$ cat src/rtl/set_job_sched_if.sv
// Handshake bundle around the SET job scheduler: command stream in, SET engine port, result stream out.
// master is the scheduler's view; slave is the view of the producer/SET/consumer side.
interface set_job_sched_if #(
    parameter int TAG_W = 4
);
    logic             cmd_valid;
    logic             cmd_ready;
    logic [23:0]      cmd_central;
    logic [11:0]      cmd_radius;
    logic [1:0]       cmd_mode;
    logic [TAG_W-1:0] cmd_tag;

    logic             set_en;
    logic [23:0]      set_central;
    logic [11:0]      set_radius;
    logic [1:0]       set_mode;
    logic             set_busy;
    logic             set_valid;
    logic [7:0]       set_candidate;

    logic             res_valid;
    logic             res_ready;
    logic [7:0]       res_candidate;
    logic [TAG_W-1:0] res_tag;

    modport master (
        input  cmd_valid, cmd_central, cmd_radius, cmd_mode, cmd_tag,
        output cmd_ready,
        output set_en, set_central, set_radius, set_mode,
        input  set_busy, set_valid, set_candidate,
        output res_valid, res_candidate, res_tag,
        input  res_ready
    );

    modport slave (
        output cmd_valid, cmd_central, cmd_radius, cmd_mode, cmd_tag,
        input  cmd_ready,
        input  set_en, set_central, set_radius, set_mode,
        output set_busy, set_valid, set_candidate,
        input  res_valid, res_candidate, res_tag,
        output res_ready
    );
endinterface

$ cat src/rtl/set_job_sched.sv
// Job scheduler feeding the SET circle-counting engine: command FIFO, launch/credit FSM, result FIFO.
// Optional watchdog on a stuck SET engine is built when SET_TIMEOUT_EN is defined.
module set_job_sched #(
    parameter int TAG_W     = 4,
    parameter int CMD_DEPTH = 4,
    parameter int RES_DEPTH = 4,
    parameter int TIMEOUT   = 1023
) (
    input  logic                 clk,
    input  logic                 rst,
    set_job_sched_if.master      bus,
    output logic [15:0]          jobs_done,
    output logic                 err
);
    localparam int CAW   = $clog2(CMD_DEPTH);
    localparam int RAW   = $clog2(RES_DEPTH);
    localparam int CMD_W = TAG_W + 38;
    localparam int RES_W = TAG_W + 8;

    typedef enum logic {IDLE, RUN} state_t;

    state_t           state, next_state;
    logic             live, live_next;
    logic             launch, res_push;
    logic [TAG_W-1:0] cur_tag;

    logic [CMD_W-1:0] cmd_mem [CMD_DEPTH];
    logic [CAW:0]     cmd_wptr, cmd_rptr;
    logic             cmd_empty, cmd_full, cmd_push;
    logic [TAG_W-1:0] head_tag;
    logic [1:0]       head_mode;
    logic [11:0]      head_radius;
    logic [23:0]      head_central;

    logic [RES_W-1:0] res_mem [RES_DEPTH];
    logic [RAW:0]     res_wptr, res_rptr, res_count;
    logic             res_empty, res_pop;
    logic [RAW+1:0]   in_flight;
    logic             credit_ok;

    assign cmd_empty = (cmd_wptr == cmd_rptr);
    assign cmd_full  = (cmd_wptr[CAW] != cmd_rptr[CAW]) &&
                       (cmd_wptr[CAW-1:0] == cmd_rptr[CAW-1:0]);
    assign cmd_push  = bus.cmd_valid && !cmd_full;
    assign bus.cmd_ready = !cmd_full;
    assign {head_tag, head_mode, head_radius, head_central} = cmd_mem[cmd_rptr[CAW-1:0]];

    assign res_empty = (res_wptr == res_rptr);
    assign res_count = res_wptr - res_rptr;
    assign res_pop   = !res_empty && bus.res_ready;
    assign bus.res_valid = !res_empty;
    assign {bus.res_tag, bus.res_candidate} = res_mem[res_rptr[RAW-1:0]];

    // A live job always owns a result slot, since SET cannot be back-pressured.
    assign in_flight = {1'b0, res_count} + (RAW+2)'(live);
    assign credit_ok = in_flight < (RAW+2)'(RES_DEPTH);

    always_ff @(posedge clk) begin
        if (cmd_push)
            cmd_mem[cmd_wptr[CAW-1:0]] <= {bus.cmd_tag, bus.cmd_mode, bus.cmd_radius, bus.cmd_central};
        if (res_push)
            res_mem[res_wptr[RAW-1:0]] <= {cur_tag, bus.set_candidate};
    end

    always_ff @(posedge clk) begin
        if (rst) begin
            cmd_wptr  <= '0;
            cmd_rptr  <= '0;
            res_wptr  <= '0;
            res_rptr  <= '0;
            jobs_done <= '0;
        end else begin
            if (cmd_push) cmd_wptr <= cmd_wptr + 1'b1;
            if (launch)   cmd_rptr <= cmd_rptr + 1'b1;
            if (res_pop)  res_rptr <= res_rptr + 1'b1;
            if (res_push) begin
                res_wptr  <= res_wptr + 1'b1;
                jobs_done <= jobs_done + 16'd1;
            end
        end
    end

    always_ff @(posedge clk) begin
        if (rst) begin
            state           <= IDLE;
            live            <= 1'b0;
            cur_tag         <= '0;
            bus.set_en      <= 1'b0;
            bus.set_central <= '0;
            bus.set_radius  <= '0;
            bus.set_mode    <= '0;
        end else begin
            state      <= next_state;
            live       <= live_next;
            bus.set_en <= launch && (state == IDLE);
            if (launch) begin
                bus.set_central <= head_central;
                bus.set_radius  <= head_radius;
                bus.set_mode    <= head_mode;
                cur_tag         <= head_tag;
            end
        end
    end

    // Once started, SET restarts itself after every valid; when nothing is queued it repeats a phantom job.
    always_comb begin
        next_state = state;
        live_next  = live;
        launch     = 1'b0;
        res_push   = 1'b0;
        case (state)
            IDLE: begin
                if (!cmd_empty && credit_ok) begin
                    launch     = 1'b1;
                    live_next  = 1'b1;
                    next_state = RUN;
                end
            end
            RUN: begin
                if (bus.set_valid) begin
                    res_push = live;
                    if (!cmd_empty && credit_ok) begin
                        launch    = 1'b1;
                        live_next = 1'b1;
                    end else begin
                        live_next = 1'b0;
                    end
                end
            end
        endcase
    end

`ifdef SET_TIMEOUT_EN
    localparam logic [9:0] TO_LIMIT = 10'(TIMEOUT);
    logic [9:0] wdog;

    always_ff @(posedge clk) begin
        if (rst) begin
            wdog <= '0;
            err  <= 1'b0;
        end else if (bus.set_en || bus.set_valid) begin
            wdog <= '0;
        end else if (state == RUN && wdog != TO_LIMIT) begin
            wdog <= wdog + 10'd1;
            if (wdog + 10'd1 == TO_LIMIT)
                err <= 1'b1;
        end
    end
`else
    assign err = 1'b0;
`endif

endmodule

$ cat src/flat_wrapper.sv
// flat-port wrapper written by rule: the top's interface ports become plain ports
module set_job_sched_flat 
#(
    parameter int TAG_W     = 4,
    parameter int CMD_DEPTH = 4,
    parameter int RES_DEPTH = 4,
    parameter int TIMEOUT   = 1023
)
  (clk, rst, jobs_done, err, bus_cmd_valid, bus_cmd_central, bus_cmd_radius, bus_cmd_mode, bus_cmd_tag, bus_cmd_ready, bus_set_en, bus_set_central, bus_set_radius, bus_set_mode, bus_set_busy, bus_set_valid, bus_set_candidate, bus_res_valid, bus_res_candidate, bus_res_tag, bus_res_ready);
  set_job_sched_if #(.TAG_W(TAG_W)) bus_i ();
  input  logic clk;
  input  logic rst;
  output logic [15:0] jobs_done;
  output logic err;
  input wire logic [$bits(bus_i.cmd_valid)-1:0] bus_cmd_valid;
  input wire logic [$bits(bus_i.cmd_central)-1:0] bus_cmd_central;
  input wire logic [$bits(bus_i.cmd_radius)-1:0] bus_cmd_radius;
  input wire logic [$bits(bus_i.cmd_mode)-1:0] bus_cmd_mode;
  input wire logic [$bits(bus_i.cmd_tag)-1:0] bus_cmd_tag;
  output wire logic [$bits(bus_i.cmd_ready)-1:0] bus_cmd_ready;
  output wire logic [$bits(bus_i.set_en)-1:0] bus_set_en;
  output wire logic [$bits(bus_i.set_central)-1:0] bus_set_central;
  output wire logic [$bits(bus_i.set_radius)-1:0] bus_set_radius;
  output wire logic [$bits(bus_i.set_mode)-1:0] bus_set_mode;
  input wire logic [$bits(bus_i.set_busy)-1:0] bus_set_busy;
  input wire logic [$bits(bus_i.set_valid)-1:0] bus_set_valid;
  input wire logic [$bits(bus_i.set_candidate)-1:0] bus_set_candidate;
  output wire logic [$bits(bus_i.res_valid)-1:0] bus_res_valid;
  output wire logic [$bits(bus_i.res_candidate)-1:0] bus_res_candidate;
  output wire logic [$bits(bus_i.res_tag)-1:0] bus_res_tag;
  input wire logic [$bits(bus_i.res_ready)-1:0] bus_res_ready;
  assign bus_i.cmd_valid = bus_cmd_valid;
  assign bus_i.cmd_central = bus_cmd_central;
  assign bus_i.cmd_radius = bus_cmd_radius;
  assign bus_i.cmd_mode = bus_cmd_mode;
  assign bus_i.cmd_tag = bus_cmd_tag;
  assign bus_cmd_ready = bus_i.cmd_ready;
  assign bus_set_en = bus_i.set_en;
  assign bus_set_central = bus_i.set_central;
  assign bus_set_radius = bus_i.set_radius;
  assign bus_set_mode = bus_i.set_mode;
  assign bus_i.set_busy = bus_set_busy;
  assign bus_i.set_valid = bus_set_valid;
  assign bus_i.set_candidate = bus_set_candidate;
  assign bus_res_valid = bus_i.res_valid;
  assign bus_res_candidate = bus_i.res_candidate;
  assign bus_res_tag = bus_i.res_tag;
  assign bus_i.res_ready = bus_res_ready;
  set_job_sched #(.TAG_W(TAG_W), .CMD_DEPTH(CMD_DEPTH), .RES_DEPTH(RES_DEPTH), .TIMEOUT(TIMEOUT)) u_core (.clk(clk), .rst(rst), .bus(bus_i), .jobs_done(jobs_done), .err(err));
endmodule
$ cat config.mk
export PLATFORM = sky130hd
export DESIGN_NAME = set_job_sched_flat
export DESIGN_NICKNAME = d
export VERILOG_FILES = /design/src/rtl/set_job_sched_if.sv /design/src/rtl/set_job_sched.sv /design/src/flat_wrapper.sv
export SDC_FILE = /design/constraint.sdc
export NUM_CORES = 1
export LEC_CHECK = 0
export CAP_MARGIN = 20
export CORE_AREA = 2 2 160 162
export CTS_CLUSTER_DIAMETER = 60
export CTS_CLUSTER_SIZE = 25
export DETAILED_ROUTE_END_ITERATION = 8
export DIE_AREA = 0 0 162 164
export HOLD_SLACK_MARGIN = 0.08
export PLACE_DENSITY = 0.68
export SLEW_MARGIN = 20
export SYNTH_ARGS = -nofsm -noshare
export SYNTH_HDL_FRONTEND = slang
export SYNTH_SLANG_ARGS = --single-unit
$ cat constraint.sdc
create_clock -name clk -period 2.73 [get_ports clk]
set_input_delay 0.546 -clock clk [delete_from_list [all_inputs] [get_ports clk]]
set_output_delay 0.546 -clock clk [all_outputs]
set_load 0.05 [all_outputs]
==> metrics.cfg, run 1 <==
[outcome]
status = finished, final reports clean

[sta]
fin_crit_sh_pct = 90.2
post-route-min-period_ns = 2.46
clock.fmax_mhz = 406
finClkSkew_ns = 0.0372
finalHoldViolations = 0
fin_ws_ns = 0.267
rsz0062_at_grt = false
fin_hold_ws_ns = 0.483
setup_tns_ns = 0
slew_viol_final = 0
worst_pin_slew_ns = 0.969
relSlewSlack_pct = 35.4
setup_viol = 0

[flow_run]
cap_violations = 0

[logic_synthesis]
yosysMostFrequentCell = edfxtp_1
netlist_instances = 660
syn_area_um2 = 11000
synth_warnings = 0
avgSynthCellArea_um2 = 16.7
synth-async-reset-ratio_pct = 0
synth_edf_count = 216
yosysSeqAreaShare_pct = 72.3
yosysTopAreaCell = edfxtp_1
synth_seq_cells = 291
synth.distinct_cells = 47
syn-num-nets = 730
ys_top_cells_by_count = 216 x edfxtp_1, 75 x dfxtp_1, 54 x mux4_2
synth.area.top_cells = edfxtp_1 59%, dfxtp_1 14%, mux4_2 11%
synth-main-ff-cell = edfxtp_1
synth_top_area_share_pct = 58.7

[clock_tree]
cts_tree = yes
clk_pin_slew_ns = 0.09
cts-resized-gates = 1
clock_sinks = 291
postCtsHoldBufs = 0
numCtsBuffers = 20
root_buffer = clkbuf_16
htreeDepth = 1
clk_latency_ns = 0.53
postCtsSetupRepairBufs = 0
cts_buffer_depth = 3

[placed_design]
pre_cts_slack_ns = 0.235
dp.cells = 1098
dpl.hpwl_mm = 13.9
io_buffer_count = 123
place.gp.congestion = 0.748

[worst_setup_path]
worst_ep_arrival_time_ns = 1.92
worstSetupStartpoint = u_core.res_wptr[0]$_SDFFE_PP0P_
critPathLaunchType = register
r2r_cells = 7
path_max_fanout = 4
reg2reg_from = u_core.res_wptr[0]$_SDFFE_PP0P_
crit_end = bus_res_valid
reg2reg_slack_ns = 0.34
critical_path_class = reg2out
critical_path_required_ns = 2.18
critical_path.endpoint_type = output pin
reg2reg_to = u_core.live$_SDFFE_PP0P_

[pwr]
peakVddDrop_uv = 660
p_per_area_nw_per_um2 = 931
p_leak_uw = 0.00440

[floorplan]
io_pins = 126
core_um2 = 24800
die_area_um2 = 26600
start_util_pct = 44.5
die_w_um = 162
core.rowCount = 58
die_h_um = 164

[drt]
drt-wirelength-per-cell_um = 19.5
first_pass_iters = 6
drc = 0
vias = 6177
ant_nets = 0
viasPerCell = 5.44
routed_wl_mm = 22.2
drtIter0Drc = 441

[global_routing]
antenna_found_initial = 2
grt.overflow.total = 0
grt_start_max_net_pins = 46
grt_pass1_wl_mm = 34.8
grt_pass1_vias = 6462
track_usage_pct = 16.7

[cells_and_area]
drive_above_1_share_pct = 18.2
fin_util_pct = 54.2
stdcell_count = 1136
area_growth_pct = 21.7
layout.nets = 860

[min_path]
hold_path_class = reg2reg

-- critical path, cell delays in order (launching register included) --
cell and delay (ns):
dfxtp_1 0.40, inv_1 0.10, ha_1 0.30, nand2_1 0.08, or2_2 0.28, clkbuf_2 0.24
-- cells in the final DEF, fill, tap and decap left out, types with 2 or more instances in the layout --
cell,n
edfxtp_1,216
clkdlybuf4s50_1,108
dfxtp_1,73
mux4_2,54
a21oi_1,51
nand3_1,49
o21ai_0,43
buf_4,34
nor2_1,25
clkbuf_16,20
ha_1,13
xnor2_1,10
inv_1,9
xor2_1,9
nand2_1,6
o21ai_1,6
and2_1,4
nor2b_1,4
mux2_2,4
or3_1,4
nor3_1,4
clkinv_8,4
inv_12,4
inv_6,4
buf_12,4
and2_2,3
mux2i_1,3
and3_1,3
clkbuf_1,3
diode_2,2
nand4_1,2
nor4_1,2
-- state kept, by name (all words and copies together), names as in the netlist, named ones only --
signal / flops
u_core.state: 1
u_core.jobs_done: 16
u_core.res_rptr: 3
u_core.cmd_wptr: 3
u_core.bus.set_radius: 12
u_core.bus.set_mode: 2
u_core.bus.set_central: 24
u_core.cur_tag: 4
u_core.res_wptr: 3
u_core.cmd_rptr: 3
u_core.res_mem: 48
u_core.bus.set_en: 1
u_core.cmd_mem: 168
u_core.live: 1
-- worst min path at each step --
stage                                                       start                                 endpoint  slack, ns  cells past startpoint
after floorplan                    u_core.cur_tag[2]$_SDFFE_PP0P_          u_core.res_mem[0][10]$_DFFE_PP_       0.45                      0
after global placement    u_core.bus.set_central[10]$_SDFFE_PP0P_  u_core.bus.set_central[10]$_SDFFE_PP0P_       0.47                      2
after detailed placement    u_core.bus.set_radius[5]$_SDFFE_PP0P_    u_core.bus.set_radius[5]$_SDFFE_PP0P_       0.47                      2
after CTS                                                     rst          u_core.cmd_wptr[2]$_SDFFE_PP0P_       0.48                      2
after global routing       u_core.bus.set_central[8]$_SDFFE_PP0P_   u_core.bus.set_central[8]$_SDFFE_PP0P_       0.51                      2
final                     u_core.bus.set_central[10]$_SDFFE_PP0P_  u_core.bus.set_central[10]$_SDFFE_PP0P_       0.48                      2
-- logic make-up (layout without fill, tap and decap cells) --
logic type | after synthesis | in the layout | synth area share, %
DFF | 291 | 291 | 72.3
and+or+nand+nor | 113 | 113 | 5.31
AOI/OAI and AO/OA | 110 | 110 | 5.35
muxes | 61 | 61 | 11.7
buffers and inverters | 50 | 194 | 1.95
xor gates and xnor gates | 20 | 20 | 1.71
adders and majority gates | 14 | 14 | 1.65
other | 1 | 3 | 0.0339
-- power breakdown --
part | switching, uW | internal (uW) | leakage [uW] | total, uW
combinational | 2400 | 1400 | 0.00147 | 3800
clock | 1620 | 1570 | 0.000339 | 3190
sequential | 256 | 5270 | 0.00259 | 5530
total | 4280 | 8240 | 0.00440 | 12500
-- cell type report --
cell class / count / area (um^2)
flip-flops and latches: 291 / 7990
multi-input cells: 319 / 2860
clock buffers: 23 / 512
well taps: 330 / 413
clock inverters: 13 / 195
fillers: 2034 / 11400
repair buffers: 148 / 1430
inverters: 10 / 37.5
diodes: 2 / 5.00
-- stage by stage --
| step | cell area, um^2 | total power [uW] |
|---|---|---|
| final | 13400 | 12500 |
| after global routing | 13400 | 13100 |
| after CTS | 13400 | 12600 |
| after detailed placement | 12700 | 9460 |
| after global placement | 12700 | 9360 |
| after floorplan | 11000 | 8180 |
-- layer usage --
| metal | global-route usage [%] | wire (um) | vias to the layer above |
|---|---|---|---|
| met5 | 0 | 0 | - |
| met4 | 3.98 | 387 | 0 |
| met3 | 2.85 | 1320 | 30 |
| met2 | 29.0 | 11100 | 202 |
| met1 | 22.0 | 9360 | 3128 |
| li1 | - | - | 2817 |
(Power assumes the default switching activity.)
==> run 2: changes to the inputs <==
REMOVE_ABC_BUFFERS = 1   (was not set)
==> run 2 against run 1 <==
Effect of this change: global-route usage is 0.49 points higher; sequential cell count stayed put; routed wire length is 3.1% higher; largest cell class unchanged.
==> metrics.cfg, run 2 (same netlist as run 1, synthesis figures left out) <==
[outcome]
status = finished, final reports clean

[sta]
finalHoldViolations = 0  ; unchanged
fin_hold_ws_ns = 0.486  ; +0.00334 ns
rsz0062_at_grt = false
relSlewSlack_pct = 39.6  ; +4.2 points
post-route-min-period_ns = 2.49  ; +0.0292 ns
fin_crit_sh_pct = 91.3  ; +1.1 points
setup_viol = 0  ; unchanged
finClkSkew_ns = 0.0261  ; -0.0111 ns
slew_viol_final = 0  ; unchanged
worst_pin_slew_ns = 0.905  ; -0.0636 ns
clock.fmax_mhz = 401  ; -1.2%

[pwr]
peakVddDrop_uv = 721  ; +9.2%
p_leak_uw = 0.00443  ; +0.52%
p_per_area_nw_per_um2 = 932  ; +0.18%

[drt]
drtIter0Drc = 408  ; -7.5%
viasPerCell = 5.39  ; -0.84%
drc = 0  ; unchanged
first_pass_iters = 4  ; -2
ant_nets = 0  ; unchanged
vias = 6125  ; -0.84%
routed_wl_mm = 22.8  ; +3.1%
drt-wirelength-per-cell_um = 20.1  ; +3.1%

[global_routing]
grt_start_max_net_pins = 53  ; +15%
track_usage_pct = 17.2  ; +0.49 points
grt_pass1_wl_mm = 35.1  ; +0.75%
grt_pass1_vias = 6530  ; +1.1%
antenna_found_initial = 1  ; -1
grt.overflow.total = 0  ; unchanged

[worst_setup_path]
critical_path_class = reg2reg
reg2reg_from = u_core.res_wptr[0]$_SDFFE_PP0P_
critical_path_required_ns = 3.18  ; +1.00 ns
critPathLaunchType = register
max_stage_delay_ns = 0.40  ; about the same
cp.buffers_inverters = 2  ; unchanged
worst_ep_arrival_time_ns = 2.94  ; +1.02 ns
path_cells = inv_1 -> ha_1 -> fa_1 -> xnor3_1 -> o21a_2 -> buf_4 -> nand3_1 -> a21oi_1
critical_path.endpoint_type = register
path_delay_family = adder cells
path_max_fanout = 32  ; +28
cp_slowest_cell = dfxtp_1
worstSetupStartpoint = u_core.res_wptr[0]$_SDFFE_PP0P_

[floorplan]
core_um2 = 24800  ; unchanged
io_pins = 126  ; unchanged
core.rowCount = 58  ; unchanged
die_area_um2 = 26600  ; unchanged
die_w_um = 162  ; unchanged
die_h_um = 164  ; unchanged
start_util_pct = 44.5  ; unchanged

[cells_and_area]
largest_reg_flops = 168  ; unchanged
area_growth_pct = 22.1
layout_commonest_cell = edfxtp_1
drive_above_1_share_pct = 18.5  ; +0.35 points
layout.nets = 861  ; +0.12%
stdcell_count = 1136  ; unchanged
layout_common_cells = 216 x edfxtp_1, 108 x clkdlybuf4s50_1, 73 x dfxtp_1

[clock_tree]
clk_latency_ns = 0.52  ; about the same
htreeDepth = 1  ; unchanged
clock_sinks = 291  ; unchanged
postCtsHoldBufs = 0  ; unchanged
clk_pin_slew_ns = 0.09  ; about the same
numCtsBuffers = 20  ; unchanged
cts_buffer_depth = 3  ; unchanged
root_buffer = clkbuf_16
cts_tree = yes

[placed_design]
dpl.hpwl_mm = 13.9  ; +0.53%
dp.cells = 1098  ; unchanged
io_buffer_count = 123  ; unchanged
place.gp.congestion = 0.746  ; -0.33%

[min_path]
hold_path_class = reg2reg
hold_path.startpoint = u_core.bus.set_central[5]$_SDFFE_PP0P_

[flow_run]
cap_violations = 0  ; unchanged

## run 2: metal layers
| layer | up-vias | wire length (um) | global-route usage, % |
|---|---|---|---|
| met5 | - | 0 | 0 |
| met4 | 0 | 306 | 4.22 |
| met3 | 21 | 1380 | 3.21 |
| met2 | 172 | 11700 | 30.7 |
| met1 | 3105 | 9490 | 21.7 |
| li1 | 2827 | - | - |
## run 2: power breakdown
part	switching [uW]	total [uW]	internal (uW)	leakage (uW)
registers	277	5550	5270	0.00259
clock network	1620	3210	1590	0.000352
logic	2420	3820	1410	0.00148
## run 2: layout make-up
cell class                      instances  area (um^2)
Antenna cell                            1         2.50
Clock buffer                           21          514
Clock inverter                         15          209
Fill cell                            1991        11300
Inverter                               10         37.5
Multi-Input combinational cell        320         2870
Sequential cell                       291         7990
Tap cell                              330          413
Timing Repair Buffer                  148         1450
## run 2: stage by stage
step	power, uW	utilization, %	setup slack, ns	TNS [ns]	cell area (um^2)
after CTS	12700	54.3	0.0353	0	13500
after floorplan	8070	-	-1.40	-274.28	10900
after detailed placement	9480	51.4	0.196	0	12800
after global routing	13100	54.4	0.0722	0	13500
after global placement	9410	51.4	0.253	0	12800
final	12600	54.4	0.238	0	13500
## run 2: worst paths after layout
check                                           end  slack [ns]  cells past startpoint
max reg2reg   u_core.bus.set_radius[1]$_SDFFE_PP0P_        0.24                      8
max           u_core.bus.set_radius[1]$_SDFFE_PP0P_        0.24                      8
min          u_core.bus.set_central[5]$_SDFFE_PP0P_        0.49                      2
min reg2reg  u_core.bus.set_central[5]$_SDFFE_PP0P_        0.49                      2
## run 2: worst min-delay path, stage by stage (launching register included)
cell     delay [ns]
dfxtp_1        0.31
o21ai_0        0.07
a21oi_1        0.06
## run 2: repair_timing
item,CTS,global route
gates resized for setup,1,2
setup endpoints to repair,1,9
setup buffers,0,0
cloned,0,1
pin swaps,0,1
